===== src/rtl/spi_xfer_arbiter.sv =====
// Round-robin arbiter that shares one SPI core's TX/RX FIFO pair between NREQ requesters.
// Each grant pushes one TX word, waits (bounded) for the matching RX word and returns it.
module spi_xfer_arbiter #(
    parameter int NREQ    = 4,
    parameter int DW      = 16,
    parameter int TIMEOUT = 1024
) (
    input  logic               PCLK,
    input  logic               PRESET,
    input  logic               SPE,
    input  logic [NREQ-1:0]    REQ,
    input  logic [NREQ*DW-1:0] REQ_DATA,
    output logic [NREQ-1:0]    GNT,
    output logic [NREQ-1:0]    DONE,
    output logic [DW-1:0]      RSP_DATA,
    output logic               TIMEOUT_ERR,
    output logic               BUSY,
    input  logic               TX_FULL,
    output logic               TX_WR_EN,
    output logic [DW-1:0]      TX_DATA,
    input  logic               RX_EMPTY,
    output logic               RX_RD_EN,
    input  logic [DW-1:0]      RX_DATA
);

    // state     | meaning
    // S_IDLE    | waiting for SPE and a request; round-robin pick
    // S_PUSH    | write granted word into TX FIFO once it has room
    // S_WAIT_RX | wait for the reply word, bounded by TIMEOUT cycles
    // S_CAPTURE | popped word is on RX_DATA; latch it
    // S_RESP    | DONE pulse to the granted requester
    typedef enum logic [2:0] {
        S_IDLE,
        S_PUSH,
        S_WAIT_RX,
        S_CAPTURE,
        S_RESP
    } state_t;

    localparam int IW = $clog2(NREQ);
    localparam int TW = $clog2(TIMEOUT);
    localparam logic [TW-1:0]   T_LAST  = TW'(TIMEOUT - 1);
    localparam logic [NREQ-1:0] GNT_ONE = NREQ'(1);

    state_t          state, state_nxt;
    logic [IW-1:0]   rr_ptr, idx, pick_idx;
    logic            pick_vld;
    logic [TW-1:0]   timer;
    logic            timer_tc;
    logic [DW-1:0]   req_word [NREQ];

    assign timer_tc = (timer == T_LAST);

    always_comb begin
        for (int i = 0; i < NREQ; i++) begin
            req_word[i] = REQ_DATA[i*DW +: DW];
        end
    end

    // Scan from farthest to nearest so the nearest set bit after rr_ptr wins.
    always_comb begin
        int c;
        logic [IW-1:0] cand;
        c        = 0;
        cand     = '0;
        pick_vld = 1'b0;
        pick_idx = '0;
        for (int k = NREQ; k >= 1; k--) begin
            c = int'(rr_ptr) + k;
            if (c >= NREQ) c = c - NREQ;
            cand = IW'(c);
            if (REQ[cand]) begin
                pick_vld = 1'b1;
                pick_idx = cand;
            end
        end
    end

    always_ff @(posedge PCLK or posedge PRESET) begin
        if (PRESET) state <= S_IDLE;
        else        state <= state_nxt;
    end

    always_comb begin
        state_nxt = state;
        case (state)
            S_IDLE:    if (SPE && pick_vld) state_nxt = S_PUSH;
            S_PUSH:    if (!TX_FULL) state_nxt = S_WAIT_RX;
            S_WAIT_RX: begin
                if (!RX_EMPTY)     state_nxt = S_CAPTURE;
                else if (timer_tc) state_nxt = S_RESP;
            end
            S_CAPTURE: state_nxt = S_RESP;
            S_RESP:    state_nxt = S_IDLE;
            default:   state_nxt = S_IDLE;
        endcase
    end

    // Strobes are gated by the live FIFO flags so they can never hit a full/empty FIFO.
    always_comb begin
        TX_WR_EN = 1'b0;
        RX_RD_EN = 1'b0;
        if (state == S_PUSH && !TX_FULL)     TX_WR_EN = 1'b1;
        if (state == S_WAIT_RX && !RX_EMPTY) RX_RD_EN = 1'b1;
    end

    always_ff @(posedge PCLK or posedge PRESET) begin
        if (PRESET) begin
            rr_ptr      <= IW'(NREQ - 1);
            idx         <= '0;
            timer       <= '0;
            GNT         <= '0;
            DONE        <= '0;
            RSP_DATA    <= '0;
            TIMEOUT_ERR <= 1'b0;
            BUSY        <= 1'b0;
            TX_DATA     <= '0;
        end else begin
            DONE <= '0;
            BUSY <= (state_nxt != S_IDLE);
            case (state)
                S_IDLE: begin
                    if (state_nxt == S_PUSH) begin
                        idx     <= pick_idx;
                        TX_DATA <= req_word[pick_idx];
                        GNT     <= GNT_ONE << pick_idx;
                    end
                end
                S_PUSH: begin
                    if (!TX_FULL) timer <= '0;
                end
                S_WAIT_RX: begin
                    if (RX_EMPTY) begin
                        if (timer_tc) begin
                            RSP_DATA    <= '1;
                            TIMEOUT_ERR <= 1'b1;
                            DONE        <= GNT_ONE << idx;
                        end else begin
                            timer <= timer + 1'b1;
                        end
                    end
                end
                S_CAPTURE: begin
                    RSP_DATA <= RX_DATA;
                    DONE     <= GNT_ONE << idx;
                end
                S_RESP: begin
                    GNT         <= '0;
                    RSP_DATA    <= '0;
                    TIMEOUT_ERR <= 1'b0;
                    rr_ptr      <= idx;
                end
                default: ;
            endcase
        end
    end

endmodule

===== config.mk =====
export PLATFORM = sky130hd
export DESIGN_NAME = spi_xfer_arbiter
export DESIGN_NICKNAME = d
export VERILOG_FILES = /design/src/rtl/spi_xfer_arbiter.sv
export SDC_FILE = /design/constraint.sdc
export NUM_CORES = 1
export LEC_CHECK = 0
export CAP_MARGIN = 20
export CORE_MARGIN = 3
export CORE_UTILIZATION = 30
export CTS_CLUSTER_DIAMETER = 80
export CTS_CLUSTER_SIZE = 10
export DETAILED_ROUTE_END_ITERATION = 12
export GPL_TIMING_DRIVEN = 0
export PLACE_DENSITY = 0.66
export SLEW_MARGIN = 20
export SYNTH_ARGS = -nofsm -noshare
export SYNTH_HDL_FRONTEND = slang
export SYNTH_SLANG_ARGS = --single-unit

===== constraint.sdc =====
create_clock -name PCLK -period 2.2 [get_ports PCLK]
set_clock_uncertainty 0.2 [all_clocks]
set_input_delay 0.44 -clock PCLK [delete_from_list [all_inputs] [get_ports PCLK]]
set_output_delay 0.44 -clock PCLK [all_outputs]
set_load 0.03 [all_outputs]

# ---- Word level (Yosys, flattened, before mapping)
# Cells that the tools add are included.
dict set report totals {
  regBits 59
  output_inout_bits 44
}
dict set report classes {
  add_sub_neg 9
  n_lt_le_gt_ge 9
  n_mux 45
  n_bitwise 1
  n_reduce_logical 16
  n_shift 2
  eq_ne 11
}
# cell n
set op_table {}
lappend op_table {{16-bit 2-to-1 mux} 4}
lappend op_table {{16-bit case mux with 3 select lines} 1}
lappend op_table {{16-bit binary-select mux with 2-bit select} 1}
lappend op_table {{10-bit 2-to-1 mux} 3}
lappend op_table {{10-bit case mux with 2 select lines} 1}
lappend op_table {{2-bit 2-to-1 mux} 8}
lappend op_table {{4-bit case mux with 2 select lines} 2}
lappend op_table {{3-bit greater-or-equal comparator, second input constant} 4}
lappend op_table {{2-bit by 3-bit < comparator with 1-bit output, second input constant} 4}
lappend op_table {{1-bit 2-to-1 mux} 12}
lappend op_table {{3-bit 2-to-1 mux} 4}
lappend op_table {{4-bit 2-to-1 mux} 3}
lappend op_table {{3-bit case mux with 4 select lines} 1}
lappend op_table {{10-bit by 1-bit adder with 10-bit output, second input constant} 1}
lappend op_table {{10-bit equality test, second input constant} 1}
lappend op_table {{2-bit inequality test, second input constant} 5}
lappend op_table {{1-bit binary-select mux with 2-bit select} 4}
lappend op_table {{1-bit by 2-bit << shifter with 4-bit output, first input constant} 2}
lappend op_table {{2-bit by 1-bit subtractor with 2-bit output, second input constant} 4}
lappend op_table {{2-bit by 2-bit adder with 3-bit output, second input constant} 2}
lappend op_table {{3-bit by 1-bit equality test with 1-bit output, second input constant} 2}
lappend op_table {{3-bit by 2-bit equality test with 1-bit output, second input constant} 2}
lappend op_table {{3-bit AND reduction} 2}
lappend op_table {{2-bit nonzero test} 3}
lappend op_table {{12 further kinds} 17}

# ---- Logic depth before layout (Yosys ltp)
# Gate-level depths: netlist of run 1.
dict set report logic_depth {
  ltp_word 15
  ltp_mapped 8
  mapped_depth_nobuf 5
}

# ---- Least setup slack after synthesis of run 1
# No wires, ideal clock.
dict set report synth_path {
  kind {reg-to-output}
  from {register state[2]}
  to {output TX_WR_EN}
  slack_ns -0.027
  path_buffers 1
  arrival_ns 1.587
  path_stages_with_launch 3
  required_time_ns 1.560
  path_cell_list {dfrtp_1 clkbuf_1 nor4b_2}
}
dict set report synth_between {
  elab_chain_cells 3
}
# element line_no
set synth_lines {}
lappend synth_lines {{start: declaration} 45} ;# state_t state, state_nxt;
lappend synth_lines {{start signal: assignment} 81} ;# else state <= state_nxt;
lappend synth_lines {{3-bit by 1-bit equality test with 1-bit output} 103} ;# if (state == S_PUSH && !TX_FULL) TX_WR_EN = 1'b1;
lappend synth_lines {{1-bit logical AND} 103}
lappend synth_lines {{1-bit 2-to-1 mux} 103}
lappend synth_lines {{end: declaration} 19} ;# output logic TX_WR_EN,
# Every way passes these cells.

# ---- Worst setup path in the final report of run 1
dict set report layout_path {
  from {register state[2]}
  to {output RX_RD_EN}
}
dict set report layout_between {
  elab_chain_cells 3
}
# element line_no
set layout_lines {}
lappend layout_lines {{3-bit by 2-bit equality test with 1-bit output} 104} ;# if (state == S_WAIT_RX && !RX_EMPTY) RX_RD_EN = 1'b1;
lappend layout_lines {{1-bit logical AND} 104}
lappend layout_lines {{1-bit 2-to-1 mux} 104}
lappend layout_lines {{end: declaration} 22} ;# output logic RX_RD_EN,
# Every way passes these cells.

==> results of run 1 <==
==> cells by family after synthesis <==
group,count (synthesis)
buf+inv,38
mux,18
compound gates,85
fa+ha+maj,1
simple gates,88
xor+xnor,7
flops,59
==> synth_stat cells (all sizes together) <==
| cell type | n | share of area, % |
|---|---|---|
| inv | 17 | 2.0 |
| dfstp | 2 | 1.7 |
| a31oi | 17 | 3.3 |
| dfrtp | 57 | 45 |
| or4 | 1 | 0.35 |
| nand3 | 6 | 0.94 |
| and2 | 2 | 0.39 |
| nand2 | 15 | 2.4 |
| a311oi | 1 | 0.47 |
| nor3b | 4 | 1.1 |
| xor2 | 5 | 1.4 |
| a21bo | 1 | 0.31 |
| and4 | 2 | 0.55 |
| mux2 | 2 | 0.71 |
| ha | 1 | 0.39 |
| nand4 | 6 | 1.2 |
| xnor2 | 2 | 0.55 |
| mux2i | 16 | 5.0 |
| nand3b | 2 | 0.47 |
| or2 | 1 | 0.20 |
| clkbuf | 9 | 1.1 |
| a211oi | 32 | 9.8 |
| nand4b | 1 | 0.47 |
| o221a | 16 | 5.7 |
| buf | 12 | 3.2 |
| nor4b | 2 | 0.94 |
| and4b | 1 | 0.43 |
| a32o | 2 | 0.63 |
| and3 | 4 | 0.79 |
| o31ai | 2 | 0.47 |
| o21ai | 8 | 1.3 |
| a21o | 2 | 0.47 |
| or3b | 2 | 0.55 |
| nor2 | 34 | 4.1 |
| a21oi | 4 | 0.98 |
| nand2b | 4 | 0.79 |
| or3 | 1 | 0.20 |
==> layout by cell type (no fill, tap or decap), types with 13 or more instances in the layout <==
cell / count
sky130_fd_sc_hd__a211oi_1: 17
sky130_fd_sc_hd__buf_4: 14
sky130_fd_sc_hd__mux2i_1: 15
sky130_fd_sc_hd__clkdlybuf4s50_1: 125
sky130_fd_sc_hd__a31oi_1: 17
sky130_fd_sc_hd__nand2_1: 13
sky130_fd_sc_hd__o221a_2: 16
sky130_fd_sc_hd__a211oi_2: 15
sky130_fd_sc_hd__nor2_1: 31
sky130_fd_sc_hd__dfrtp_1: 57
sky130_fd_sc_hd__inv_1: 16
==> where the power goes <==
part	switching, mW	internal, mW
clock network	0.461	0.786
logic	1.84	1.65
registers	0.250	1.52
==> worst min-delay path by stage <==
stage	slack (ns)	to	from	cells past startpoint
detailed placement	0.31	GNT[2]	GNT[2]	2
CTS	0.17	timer[4]	PRESET	2
global route	0.20	timer[4]	PRESET	2
finish	0.19	TX_DATA[10]	PRESET	2
floorplan	0.27	timer[1]	timer[1]	2
global placement	0.28	timer[1]	timer[1]	2
==> layer usage <==
layer / wire (um) / global-route usage (%) / share of wire (%) / vias to the layer above
met1: 4050 / 20.1 / 43 / 1380
met5: 0 / 0 / 0 / -
met2: 4550 / 27.2 / 48 / 111
met3: 730 / 4.50 / 7.8 / 6
li1: - / - / - / 1409
met4: 57 / 5.05 / 0.61 / 0
==> per-stage QoR <==
step | total power [mW] | TNS (ns) | util, % | std cells
after floorplan | 3.81 | 0 | - | 296
after global placement | 4.99 | -71.62 | 46.6 | 561
after detailed placement | 5.05 | -16.13 | 46.9 | 562
after CTS | 6.47 | -0.0432 | 50.6 | 582
after global routing | 6.90 | -0.0138 | 51.4 | 589
final | 6.51 | 0 | 51.4 | 589
==> timing repair <==
item / CTS / global route
setup endpoints to repair: 22 / 33
cloned: 1 / 0
setup buffers: 4 / 7
pin swaps: 4 / 4
resized for setup: 30 / 14
==> state kept, by name, indices dropped and copies added (netlist names) <==
name,cells
BUSY,1
DONE,4
GNT,4
RSP_DATA,16
TIMEOUT_ERR,1
TX_DATA,16
idx,2
rr_ptr,2
state,3
timer,10
==> final cells by class <==
cell class,count,share of cell area [%]
well taps,133,3.22
inverters,17,1.28
clock inverters,6,2.15
repair buffers,145,28.5
multi-input cells,199,30.5
plain buffers,20,3.12
clock buffers,10,2.66
flip-flops and latches,59,28.6
==> worst max-delay path, stage by stage (launching register included) <==
cell                      delay (ns)
sky130_fd_sc_hd__dfrtp_1        0.41
sky130_fd_sc_hd__buf_8          0.14
sky130_fd_sc_hd__or3b_4         0.42
sky130_fd_sc_hd__nor2_4         0.09
sky130_fd_sc_hd__buf_6          0.13
==> metrics.log, run 1 <==
[metrics] die width: around 110 um
[metrics] worst reg2reg setup slack: roughly 0.09 ns
[metrics] global-route wire length before repair: 15.0 mm
[metrics] FF+latch area: ~0.0015 sq mm
[metrics] CTS Hold Buffers Added: 0
[metrics] starting utilization of the core area: 31.7%
[metrics] clock edge transition at the registers on the reported setup and hold paths: around 0.080 ns
[metrics] run status: finished clean
[metrics] Hold Vio Cnt, Final: 0
[metrics] warning count from the yosys run: 0
[metrics] via count of the first global-routing pass: 2974
[metrics] hpwl dp: around 6.8 mm
[metrics] maximum root-to-sink buffer count: 2
[metrics] Congestion Overflow GR: 0
[metrics] signed area change from the synthesized netlist to the final layout: 62.4%
[metrics] TritonCTS clock tree: done
[metrics] layout cell share with drive strength beyond 1: 22.6%
[metrics] Synth cell types: 49
[metrics] Final Net Count: 541
[metrics] cells after synthesis: a little under 300
[metrics] share of the synthesized area in compound gates (AO/OA/AOI/OAI): a little under a quarter
[metrics] TritonCTS Sinks: 59
[metrics] sequential cell area fraction in the yosys report: between 40% and 50%
[metrics] Setup Crit Path Kind: flip-flop to primary output
[metrics] overall fraction of global-route tracks in use: 16.2%
[metrics] via total after detailed routing: roughly 2900
[metrics] pin count of the biggest net entering global routing: between 40 and 50
[metrics] number of clock buffers inserted by TritonCTS: 9
[metrics] crit path capture type: primary output
[metrics] average via count per standard cell: a little under 5
[metrics] insertion delay to the later sink of the worst-skew pair: 0.33 ns
[metrics] Peak supply drop: approximately 0.58 mV
[metrics] slew at the pin closest to its max-slew limit: roughly 0.48 ns
[metrics] core area: around 0.01 sq mm
[metrics] leakage power figure: 2.18 nW
[metrics] worst slew slack as a fraction of its limit: 68.1%
[metrics] Critical Path Source: state[2]
[metrics] count of cells along the worst register-to-register path: 7
[metrics] chip height: 109 um
[metrics] Setup Viol. Count Final: 0
[metrics] worst hold path type: primary input to asynchronous set/reset pin
[metrics] row cnt: 36
[metrics] mux share of post-synthesis cell area: under 10%
[metrics] Max FO, Critical Path: 6
[metrics] share of the clock period used by the worst path after layout: 98.2%
[metrics] count of buffers from port buffering: ~130
[metrics] worst slack on hold paths: around 0.19 ns
[metrics] synthesized flop and latch total: 59
[metrics] Wirelength per Cell: between 15 and 20 um
[metrics] Placed Area: 0.00471 sq mm
[metrics] net count after synthesis: ~390
[metrics] worst r2r src: rr_ptr[1]
[metrics] Cell Area, Synth: between 0.003 and 0.004 sq mm
[metrics] Die Outline Area: 0.0119 sq mm
[metrics] max cap viols: 0
[metrics] root buffer selected by CTS: sky130_fd_sc_hd__clkbuf_8
[metrics] Setup WS post-layout: roughly 0.04 ns
[metrics] antenna diode instance count: 0
[metrics] per-instance average area after synthesis: 10.7 sq um
[metrics] Adder-Cell Fraction of Synth Area: less than 1%
[metrics] top-level port count: around 130
[metrics] RSZ-0062 raised after global routing: yes
[metrics] Multi-input gate area: roughly 0.0016 sq mm
[metrics] Worst EP required: 1.56 ns
[metrics] DP Worst Slack: -0.745 ns
[metrics] number of max-slew violations in the final report: 0
[metrics] level count of the clock H-tree: 3
[metrics] startpoint type of the worst setup path: flip-flop
[metrics] DR pass1 iterations: 4
[metrics] total routed wirelength: around 9.4 mm
[metrics] DRT antenna net count: 0
[metrics] Critical Path AT: around 1.5 ns
[metrics] largest family of logic cells by synthesized area: compound AO/OA/AOI/OAI gates
[metrics] 1st-iter DRT viols: 128
[metrics] worst setup path endpoint: RX_RD_EN
[metrics] post-synthesis simple-gate area fraction: roughly 16%
[metrics] number of antenna violations at the first check in global routing: 0
[metrics] post-synthesis share of cell area spent on xor and xnor gates: between 1.5 and 2%
[metrics] upper clock frequency limit: about 460 MHz
[metrics] FF-to-FF End: TX_DATA[6]
[metrics] placer's final routability congestion estimate: about 0.77
[metrics] fillers: around 900
[metrics] Final Instance Area: just over 0.005 sq mm
[metrics] minimum period implied by the final worst setup slack: around 2.2 ns
[metrics] DRC: 0
[metrics] power per cell area: 1260 mW/mm^2
No activity file was read; power rests on OpenSTA's default activity.
==> run 2: changes to the inputs <==
- CAP_MARGIN: 20 -> 40
==> results of run 2 <==
Final layout, timing and power as in run 1 (identical DEF).
